--- config.mk ---
export PLATFORM = sky130hd
export DESIGN_NAME = vga_reader
export DESIGN_NICKNAME = d
export VERILOG_FILES = /design/src/rtl/vga_pkg.sv /design/src/rtl/bbox_accumulator.sv /design/src/rtl/vga_reader.sv
export SDC_FILE = /design/constraint.sdc
export NUM_CORES = 1
export LEC_CHECK = 0
export BUFFER_PORTS_ARGS = -buffer_cell sky130_fd_sc_hd__buf_2
export CAP_MARGIN = 10
export CORE_MARGIN = 3
export CORE_UTILIZATION = 50
export DETAILED_ROUTE_END_ITERATION = 10
export HOLD_SLACK_MARGIN = 0.02
export PLACE_DENSITY_LB_ADDON = 0.15
export SYNTH_ARGS = -nofsm -noshare
export SYNTH_HDL_FRONTEND = slang
export SYNTH_SLANG_ARGS = --single-unit
--- constraint.sdc ---
create_clock -name vclock -period 2.95 [get_ports vclock]
set_clock_uncertainty 0.15 [all_clocks]
set_input_delay 0 -clock vclock [delete_from_list [all_inputs] [get_ports vclock]]
set_output_delay 0 -clock vclock [all_outputs]
set_load 0.03 [all_outputs]
--- src/rtl/vga_pkg.sv ---
// Shared VGA timing defaults, reference colours and the vga_reader state encoding.
package vga_pkg;

  localparam int H_ACTIVE_DEF = 1024;
  localparam int V_ACTIVE_DEF = 768;

  localparam int COL_W = 11;
  localparam int ROW_W = 10;
  localparam int CNT_W = 20;

  localparam logic [23:0] ROVER_COLOR          = 24'hFF0000;
  localparam logic [23:0] TARGET_COLOR         = 24'h00FF00;
  localparam logic [23:0] ROVER_ORIENTED_COLOR = 24'h0000FF;

  typedef enum logic [1:0] {
    SEEK   = 2'd0,
    ACTIVE = 2'd1,
    REPORT = 2'd2
  } state_t;

endpackage

--- src/rtl/bbox_accumulator.sv ---
// Running bounding box and saturating hit count for one frame of matched pixels.
// The *_d outputs include the current cycle's hit so a frame can be closed on the same edge.
module bbox_accumulator
  import vga_pkg::*;
(
  input  logic             clk,
  input  logic             srst,
  input  logic             clear,
  input  logic             hit,
  input  logic [COL_W-1:0] col,
  input  logic [ROW_W-1:0] row,
  output logic [COL_W-1:0] x_min_d,
  output logic [COL_W-1:0] x_max_d,
  output logic [ROW_W-1:0] y_min_d,
  output logic [ROW_W-1:0] y_max_d,
  output logic [CNT_W-1:0] count_d
);

  logic [COL_W-1:0] x_min_q, x_max_q;
  logic [ROW_W-1:0] y_min_q, y_max_q;
  logic [CNT_W-1:0] count_q;

  always_comb begin
    x_min_d = x_min_q;
    x_max_d = x_max_q;
    y_min_d = y_min_q;
    y_max_d = y_max_q;
    count_d = count_q;
    if (hit) begin
      if (col < x_min_q) x_min_d = col;
      if (col > x_max_q) x_max_d = col;
      if (row < y_min_q) y_min_d = row;
      if (row > y_max_q) y_max_d = row;
      if (count_q != '1) count_d = count_q + 1'b1;
    end
  end

  // Minima start at all-ones so the first hit always replaces them.
  always_ff @(posedge clk) begin
    if (srst || clear) begin
      x_min_q <= '1;
      x_max_q <= '0;
      y_min_q <= '1;
      y_max_q <= '0;
      count_q <= '0;
    end else begin
      x_min_q <= x_min_d;
      x_max_q <= x_max_d;
      y_min_q <= y_min_d;
      y_max_q <= y_max_d;
      count_q <= count_d;
    end
  end

endmodule

--- src/rtl/vga_reader.sv ---
// Locates pixels of a chosen colour in each frame and reports their bounding box.
// Define VGA_READER_CENTROID_EN to add the signed center_x/center_y outputs.
module vga_reader
  import vga_pkg::*;
#(
  parameter int          H_ACTIVE   = H_ACTIVE_DEF,
  parameter int          V_ACTIVE   = V_ACTIVE_DEF,
  parameter logic [23:0] MATCH_MASK = 24'hFF_FF_FF
) (
  input  logic        vclock,
  input  logic        reset,
  input  logic        phsync,
  input  logic        pvsync,
  input  logic        pblank,
  input  logic [23:0] pixel,
  input  logic [23:0] match_color,
  output logic [10:0] x_min,
  output logic [10:0] x_max,
  output logic [9:0]  y_min,
  output logic [9:0]  y_max,
  output logic [19:0] match_count,
  output logic        found,
  output logic        frame_done,
  output logic        sync_error
`ifdef VGA_READER_CENTROID_EN
  ,
  output logic signed [11:0] center_x,
  output logic signed [11:0] center_y
`endif
);

  localparam logic [COL_W-1:0] COL_END = COL_W'(H_ACTIVE);
  localparam logic [COL_W-1:0] COL_LIM = COL_W'(H_ACTIVE + 1);
  localparam logic [ROW_W-1:0] ROW_END = ROW_W'(V_ACTIVE);
  localparam logic [ROW_W-1:0] ROW_LIM = ROW_W'(V_ACTIVE + 1);

  state_t           state_q, state_d;
  logic             phsync_q, pvsync_q;
  logic [COL_W-1:0] col_q, col_d;
  logic [ROW_W-1:0] row_q, row_d;
  logic             err_q, err_d;
  logic [23:0]      color_q, color_d;
  logic [10:0]      x_min_q, x_min_d, x_max_q, x_max_d;
  logic [9:0]       y_min_q, y_min_d, y_max_q, y_max_d;
  logic [19:0]      match_count_q, match_count_d;
  logic             found_q, found_d, frame_done_q, frame_done_d, sync_error_q, sync_error_d;

  logic             hsync_fall, vsync_fall, tracking, hit, line_done, frame_end, frame_err;
  logic [COL_W-1:0] acc_x_min, acc_x_max;
  logic [ROW_W-1:0] acc_y_min, acc_y_max;
  logic [CNT_W-1:0] acc_count;

`ifdef VGA_READER_CENTROID_EN
  logic signed [11:0] center_x_q, center_x_d, center_y_q, center_y_d;
  logic [11:0]        sum_x;
  logic [10:0]        sum_y;
`endif

  bbox_accumulator u_acc (
    .clk     (vclock),
    .srst    (reset),
    .clear   (vsync_fall),
    .hit     (hit),
    .col     (col_q),
    .row     (row_q),
    .x_min_d (acc_x_min),
    .x_max_d (acc_x_max),
    .y_min_d (acc_y_min),
    .y_max_d (acc_y_max),
    .count_d (acc_count)
  );

  always_comb begin
    hsync_fall = phsync_q & ~phsync;
    vsync_fall = pvsync_q & ~pvsync;
    tracking   = (state_q != SEEK);
    hit        = tracking & ~pblank & ((pixel & MATCH_MASK) == (color_q & MATCH_MASK));
    line_done  = hsync_fall & (col_q != '0);
    frame_end  = (state_q == ACTIVE) & vsync_fall;

    col_d = col_q;
    row_d = row_q;
    err_d = err_q;
    // A completed line closes with the count it reached before this hsync edge.
    if (line_done) begin
      if (col_q != COL_END) err_d = 1'b1;
      if (row_q != ROW_LIM) row_d = row_q + 1'b1;
      if (row_d == ROW_LIM) err_d = 1'b1;
    end
    if (hsync_fall) col_d = '0;
    if (tracking && !pblank) begin
      if (col_d != COL_LIM) col_d = col_d + 1'b1;
      if (col_d == COL_LIM) err_d = 1'b1;
    end
    frame_err = err_d | (row_d != ROW_END);
    if (vsync_fall) begin
      col_d = '0;
      row_d = '0;
      err_d = 1'b0;
    end

    state_d       = state_q;
    color_d       = color_q;
    x_min_d       = x_min_q;
    x_max_d       = x_max_q;
    y_min_d       = y_min_q;
    y_max_d       = y_max_q;
    match_count_d = match_count_q;
    found_d       = found_q;
    sync_error_d  = sync_error_q;
    frame_done_d  = 1'b0;
    case (state_q)
      SEEK:    if (vsync_fall) state_d = ACTIVE;
      ACTIVE:  if (vsync_fall) state_d = REPORT;
      REPORT: begin
        state_d = ACTIVE;
        color_d = match_color;
      end
      default: state_d = SEEK;
    endcase

    // Results are captured on the edge entering REPORT so they are valid with frame_done.
    if (frame_end) begin
      found_d       = (acc_count != '0);
      x_min_d       = found_d ? acc_x_min : '0;
      x_max_d       = found_d ? acc_x_max : '0;
      y_min_d       = found_d ? acc_y_min : '0;
      y_max_d       = found_d ? acc_y_max : '0;
      match_count_d = acc_count;
      sync_error_d  = frame_err;
      frame_done_d  = 1'b1;
    end

`ifdef VGA_READER_CENTROID_EN
    sum_x      = 12'(acc_x_min) + 12'(acc_x_max);
    sum_y      = 11'(acc_y_min) + 11'(acc_y_max);
    center_x_d = center_x_q;
    center_y_d = center_y_q;
    if (frame_end) begin
      center_x_d = found_d ? $signed((sum_x >> 1) - 12'(H_ACTIVE / 2)) : 12'sd0;
      center_y_d = found_d ? $signed(12'(V_ACTIVE) - 12'(sum_y >> 1)) : 12'sd0;
    end
`endif
  end

  always_ff @(posedge vclock) begin
    if (reset) begin
      state_q       <= SEEK;
      phsync_q      <= 1'b0;
      pvsync_q      <= 1'b0;
      col_q         <= '0;
      row_q         <= '0;
      err_q         <= 1'b0;
      color_q       <= '0;
      x_min_q       <= '0;
      x_max_q       <= '0;
      y_min_q       <= '0;
      y_max_q       <= '0;
      match_count_q <= '0;
      found_q       <= 1'b0;
      frame_done_q  <= 1'b0;
      sync_error_q  <= 1'b0;
`ifdef VGA_READER_CENTROID_EN
      center_x_q    <= '0;
      center_y_q    <= '0;
`endif
    end else begin
      state_q       <= state_d;
      phsync_q      <= phsync;
      pvsync_q      <= pvsync;
      col_q         <= col_d;
      row_q         <= row_d;
      err_q         <= err_d;
      color_q       <= color_d;
      x_min_q       <= x_min_d;
      x_max_q       <= x_max_d;
      y_min_q       <= y_min_d;
      y_max_q       <= y_max_d;
      match_count_q <= match_count_d;
      found_q       <= found_d;
      frame_done_q  <= frame_done_d;
      sync_error_q  <= sync_error_d;
`ifdef VGA_READER_CENTROID_EN
      center_x_q    <= center_x_d;
      center_y_q    <= center_y_d;
`endif
    end
  end

  assign x_min       = x_min_q;
  assign x_max       = x_max_q;
  assign y_min       = y_min_q;
  assign y_max       = y_max_q;
  assign match_count = match_count_q;
  assign found       = found_q;
  assign frame_done  = frame_done_q;
  assign sync_error  = sync_error_q;
`ifdef VGA_READER_CENTROID_EN
  assign center_x    = center_x_q;
  assign center_y    = center_y_q;
`endif

endmodule
Word-level counts from Yosys, hierarchy flattened
Index checks and enable logic that the tools add are counted.
{"block": "classes", "bitwise": 10, "n_addsub": 3, "n_reduce_logical": 9, "n_lt_le_gt_ge": 4, "n_eq_ne": 12, "mux": 30}
{"cell": "$mux 11", "n": 10}
{"cell": "$mux 10", "n": 9}
{"cell": "$mux 20", "n": 2}
{"cell": "$eq 24x24->1", "n": 1}
{"cell": "$ne 11x11->1 const B", "n": 2}
{"cell": "$add 20x1->20 const B", "n": 1}
{"cell": "$ne 10x10->1 const B", "n": 2}
{"cell": "$ne 20x20->1 const B", "n": 1}
{"cell": "$reduce_bool 20->1", "n": 1}
{"cell": "$add 11x1->11 const B", "n": 1}
{"cell": "$eq 11x11->1 const B", "n": 1}
{"cell": "$gt 11x11->1", "n": 1}
{"cell": "$lt 11x11->1", "n": 1}
{"cell": "$reduce_bool 11->1", "n": 1}
{"cell": "$add 10x1->10 const B", "n": 1}
{"cell": "$eq 10x10->1 const B", "n": 1}
{"cell": "$gt 10x10->1", "n": 1}
{"cell": "$lt 10x10->1", "n": 1}
{"cell": "$and 1x1->1", "n": 6}
{"cell": "$mux 1", "n": 6}
{"cell": "$pmux 2 s3", "n": 1}
{"cell": "$mux 2", "n": 2}
{"cell": "$ne 2x1->1 const B", "n": 2}
{"cell": "$not 1->1", "n": 3}
{"cell": "other kinds (10)", "n": 10}
{"block": "word_totals", "elab_cells": 88, "in_bits": 53, "ff_bits": 177}

Longest topological paths before layout
{"block": "depth", "depth_word": 10, "mapped_depth": 12, "depth_no_buf": 11}

Modules after synthesis
A second synthesis with hierarchy kept.
{"block": "unflattened", "hier_cells": 1049, "area_unflattened_um2": 8678.3}
{"mod": "vga_reader", "cells_per_inst": 567, "area_per_inst_um2": 4792.1, "n_inst": 1, "seq_area_each_um2": 2302.2}
{"mod": "bbox_accumulator", "cells_per_inst": 482, "area_per_inst_um2": 3886.2, "n_inst": 1, "seq_area_each_um2": 1241.2}

Worst setup path before layout
OpenSTA, ideal clock, no wires.
{"block": "synth_timing", "path_type": "reg-to-reg", "startpoint": "register u_acc.count_q[0]", "endpoint": "register x_max_q[10], in the netlist x_max[10]", "required_ns": 2.733, "period_less_slack_ns": 2.936, "stages_incl_launch_ff": 12, "slack_ns": 0.014, "path_buffers": 1, "arrival_ns": 2.719, "path_cell_list": "dfxtp_1 ha_1 and3_1 nand4_1 nor3_1 or4_1 mux2_2 o22a_1 o2111ai_2 o21ai_4 buf_6 o21ai_2"}
{"block": "synth_between", "elab_chain_cells": 5}
{"element": "from (decl)", "line_no": "bbox_accumulator.sv:21", "rtl": "logic [CNT_W-1:0] count_q;"}
{"element": "from (signal assigned)", "line_no": "bbox_accumulator.sv:51", "rtl": "count_q <= count_d;"}
{"element": "$add 20x1->20 / $ne 20x20->1 (equally long branches)", "line_no": "bbox_accumulator.sv:34", "rtl": "if (count_q != '1) count_d = count_q + 1'b1;"}
{"element": "$mux 20", "line_no": "bbox_accumulator.sv:34"}
{"element": "$mux 20 (*)", "line_no": "bbox_accumulator.sv:29", "rtl": "if (hit) begin"}
{"element": "$reduce_bool 20->1 (*)", "line_no": "vga_reader.sv:124", "rtl": "found_d = (acc_count != '0);"}
{"element": "$mux 11 (*)", "line_no": "vga_reader.sv:126", "rtl": "x_max_d = found_d ? acc_x_max : '0;"}
{"element": "to (signal assigned)", "line_no": "vga_reader.sv:176", "rtl": "x_max_q <= x_max_d;"}
{"element": "to (decl)", "line_no": "vga_reader.sv:43", "rtl": "logic [10:0] x_min_q, x_min_d, x_max_q, x_max_d;"}
Mark *: on every way between the ends. The rest lies on a longest branch, timed or not.
A chain may end at the register's enable or synchronous reset.

Final worst setup path
{"block": "layout_timing", "startpoint": "register u_acc.count_q[1]", "endpoint": "register x_max_q[2], in the netlist x_max[2]"}
The elaborated chain is that of the path after synthesis.

==> impl_table.tex <==
\begin{tabular}{lr}
\hline
Metric & Value \\
\hline
\multicolumn{2}{l}{\textbf{Synthesis}} \\
\quad Synth top area share & 41.5\% \\
\quad Post-synthesis cell count & 993 \\
\quad Simple-gate portion of the synthesized area & 20.7\% \\
\quad Parity-gate share of the synthesized area counting xor and xnor cells & 6.36\% \\
\quad Multiplexer fraction of the synthesized cell area & 5.58\% \\
\quad Area contributors post-synth & dfxtp\_1 42\%, ha\_1 6.3\%, nand2\_1 6.3\%, nor2\_1 5.6\%, mux2i\_1 5.3\% \\
\quad Total nets after synthesis & 1089 \\
\quad Async SR Flop Fraction & 0\% \\
\quad EDFF count, synth & 0 \\
\quad Fraction of the mapped netlist area in adder cells & 6.30\% \\
\quad Predominant post-synthesis flop cell & dfxtp\_1 \\
\quad Number of storage elements in the synthesis netlist & 177 \\
\quad Combinational family with the most area after synthesis & simple AND/OR/NAND/NOR gates \\
\quad Most common cell in the netlist & dfxtp\_1 \\
\quad Mapped Area & 8540 µm² \\
\quad Ranking of synthesized cells by instance count & 177 x dfxtp\_1, 143 x nand2\_1, 128 x nor2\_1, 50 x inv\_1, 48 x a21oi\_1 \\
\quad Synth Area per Inst & 8.60 µm² \\
\quad Largest area contributor in the netlist & dfxtp\_1 \\
\quad Area fraction in compound gates after synthesis & 13.9\% \\
\quad Proportion of synthesized chip area in sequential cells & 41.5\% \\
\quad Number of distinct library cell variants in the gate-level netlist after synthesis & 64 \\
\quad Total of warnings raised by yosys & 0 \\
\multicolumn{2}{l}{\textbf{Floorplan}} \\
\quad Initial cell density of the core & 51.3\% \\
\quad Die area & 18700 µm² \\
\quad Die Y & 137 µm \\
\quad Die span in x & 137 µm \\
\quad I/O Pins & 118 \\
\quad Site row count & 47 \\
\quad Floorplan Core Area & 16600 µm² \\
\multicolumn{2}{l}{\textbf{Clock network}} \\
\quad H-tree levels & 4 \\
\quad Worst skew pair latency & 0.43 ns \\
\quad Root buffer selected by CTS & clkbuf\_16 \\
\quad Num Clock Sinks & 177 \\
\quad Clock-pin transition on the worst setup and hold timing paths & 0.07 ns \\
\quad Clock buffer depth & 2 \\
\quad CTS tree & yes \\
\quad Number of buffers inserted during clock tree synthesis & 17 \\
\multicolumn{2}{l}{\textbf{Detailed routing}} \\
\quad Drt pass-1 iters & 5 \\
\quad Post-DR wirelength/cell & 14.9 µm \\
\quad DRC violation count after routing & 0 \\
\quad Total Wirelength & 21300 µm \\
\quad Via density & 5.27 \\
\quad Total vias in the final route & 7523 \\
\quad Count of routing violations after the opening detailed-route iteration & 473 \\
\quad DRT antenna net count & 0 \\
\multicolumn{2}{l}{\textbf{Critical path}} \\
\quad Type of the setup path with the least slack & reg -> reg \\
\quad Startpoint kind of the worst setup timing path & flip-flop \\
\quad Worst Setup End Kind & flip-flop \\
\quad CP max stage delay & 0.56 ns \\
\quad Stages on worst setup path & 12 \\
\quad Arrival time at the worst endpoint & 3.25 ns \\
\quad Slowest stage cell, crit path & or4\_4 \\
\quad Worst-case reg-to-reg path depth & 12 \\
\quad Bufs and invs on worst path & 3 \\
\quad Worst-path cell chain & and4\_4, nand2\_1, or3\_1, or4\_4, buf\_4, nor2\_1, o22a\_1, o2111ai\_4, o21ai\_4, buf\_6, clkbuf\_16, o21ai\_2 \\
\quad Biggest fanout along the worst timing path & 9 \\
\quad Required time at the worst-slack endpoint & 3.12 ns \\
\quad Delay-heaviest family, CP & simple AND/OR/NAND/NOR gates \\
\multicolumn{2}{l}{\textbf{STA}} \\
\quad Share of the clock period used by the worst path after layout & 104\% \\
\quad Final worst-path setup slack & -0.130 ns \\
\quad Number of slew-limit violations in the final report & 0 \\
\quad Fmax achieved & 0.325 GHz \\
\quad Unrepaired setup endpoints after global routing & yes \\
\quad Transition time at the pin with the least slew margin & 0.883 ns \\
\quad Number of setup violations in the final report & 42 \\
\quad Slew margin rel. & 41.1\% \\
\quad Final hold vios & 0 \\
\quad Minimum clock period & 3.08 ns \\
\multicolumn{2}{l}{\textbf{Flow run}} \\
\quad Max-cap violations & 0 \\
\multicolumn{2}{l}{\textbf{Final layout}} \\
\quad Share of final-layout standard cells stronger than drive strength 1 & 27.0\% \\
\quad Total Nets Final & 1291 \\
\quad Number of inserted diodes & 0 \\
\quad Number of inserted filler cells in the final layout & 1429 \\
\quad Synth-to-Final Area Change & 28.8\% \\
\multicolumn{2}{l}{\textbf{Power}} \\
\quad Final total power & 5.06 mW \\
\quad Static power due to leakage & 4.74 nW \\
\quad Worst ir drop on vdd & 0.418 mV \\
\quad Power per unit of standard cell area & 460 nW/µm² \\
\multicolumn{2}{l}{\textbf{Hold path}} \\
\quad Hold-critical path depth & 3 \\
\quad Hold Path Class & in -> reg \\
\multicolumn{2}{l}{\textbf{Run status}} \\
\quad Violations in the final reports & negative setup slack \\
\quad Run status & finished with violations \\
\multicolumn{2}{l}{\textbf{Place}} \\
\quad Worst slack, placed & -0.173 ns \\
\quad Final Wtd Congestion & 0.903 \\
\quad Estimated wirelength of the detail-placed design & 14700 µm \\
\quad Port bufs & 117 \\
\multicolumn{2}{l}{\textbf{GRT}} \\
\quad All-layer global routing usage & 23.0\% \\
\quad Number of antenna violations at the first check in global routing & 0 \\
\quad Pin count of the biggest net entering global routing & 48 \\
\quad Aggregate global routing overflow & 0 \\
\quad Number of global-route vias before repair & 7136 \\
\quad Wire length of the first global-routing pass & 34500 µm \\
\hline
\end{tabular}
layout by cell type, fill, tap and decap left out, drive strengths merged, types with 17 or more instances in the layout:
| cell type | n |
|---|---|
| dlygate4sd3 | 29 |
| ha | 43 |
| nand4 | 17 |
| dfxtp | 177 |
| a211oi | 19 |
| buf | 208 |
| a21oi | 48 |
| o21ai | 57 |
| xor2 | 27 |
| xnor2 | 35 |
| nand2 | 143 |
| nor2 | 129 |
| nor3 | 18 |
| clkbuf | 18 |
| inv | 52 |
| mux2i | 45 |
| nand3 | 25 |
where the power goes:
part / switching, mW / internal (mW) / total (mW)
Sequential: 0.00427 / 2.40 / 2.40
Combinational: 0.108 / 0.0874 / 0.195
Clock: 0.962 / 1.50 / 2.46
Total: 1.07 / 3.98 / 5.06
logic make-up after synthesis:
group,after synthesis
AO/OA/AOI/OAI,168
XOR/XNOR,62
adder cells (fa/ha/maj),43
buffers and inverters,106
flip-flops,177
multiplexers,47
AND/OR/NAND/NOR,390
per-layer routing:
metal  up-vias  wire length (µm)  global-route usage (%)  share of wire, %
met3        36              1020                    4.78               4.8
li1       3781                 -                       -                 -
met2       203             10100                    38.0                47
met1      3503              9880                    30.3                46
met5         -                 0                       0                 0
met4         0               327                    7.22               1.5
timing repair:
| item | CTS | global route |
|---|---|---|
| gates cloned | 1 | 1 |
| hold buffers | 29 | 0 |
| pin swaps | 4 | 16 |
| resized for setup | 19 | 26 |
| buffers inserted | 6 | 3 |
| hold endpoints to repair | 62 | 0 |
| setup endpoints to repair | 53 | 72 |
worst paths after layout:
| check | slack (ns) | end | start |
|---|---|---|---|
| max | -0.13 | x_max[2]$_SDFFE_PP0P_ | u_acc.count_q[1]$_SDFF_PP0_ |
| min reg2reg | 0.30 | y_max[8]$_SDFFE_PP0P_ | y_max[8]$_SDFFE_PP0P_ |
| max reg2reg | -0.13 | x_max[2]$_SDFFE_PP0P_ | u_acc.count_q[1]$_SDFF_PP0_ |
| min | 0.20 | pvsync_q$_SDFF_PP0_ | pvsync |
metrics by stage:
step	utilization [%]	setup TNS, ns	hold slack, ns	cells	cell area [µm²]
CTS	65.2	-2.50	0.177	1425	10800
detailed placement	58.7	-4.95	0.0962	1358	9780
global placement	58.7	-1.84	0.0786	1358	9780
finish	66.0	-3.73	0.200	1427	11000
global route	66.0	-8.99	0.210	1427	11000
floorplan	-	0	-0.0218	993	8540
flip-flops by register name, indices dropped and copies added, names as in the netlist, 10 cells and up:
signal,count
x_max,11
y_min,10
col_q,11
row_q,10
u_acc.count_q,20
u_acc.y_min_q,10
match_count,20
x_min,11
color_q,24
u_acc.x_max_q,11
u_acc.y_max_q,10
y_max,10
u_acc.x_min_q,11
layout make-up:
| cell class | instances | area [µm²] | share of cell area [%] |
|---|---|---|---|
| multi-input cells | 710 | 4710 | 42.8 |
| flip-flops and latches | 177 | 3550 | 32.3 |
| repair buffers | 238 | 1630 | 14.8 |
| clock buffers | 17 | 425 | 3.87 |
| well taps | 220 | 275 | 2.50 |
| clock inverters | 14 | 211 | 1.92 |
| inverters | 51 | 191 | 1.74 |
worst reg2reg max path, stage by stage, from the launching register on:
cell	delay, ns
dfxtp_2	0.36
and4_4	0.26
nand2_1	0.08
or3_1	0.38
or4_4	0.56
buf_4	0.15
nor2_1	0.10
o22a_1	0.20
o2111ai_4	0.14
o21ai_4	0.23
buf_6	0.16
clkbuf_16	0.17
o21ai_2	0.06
No activity file was read; power rests on OpenSTA's default activity.
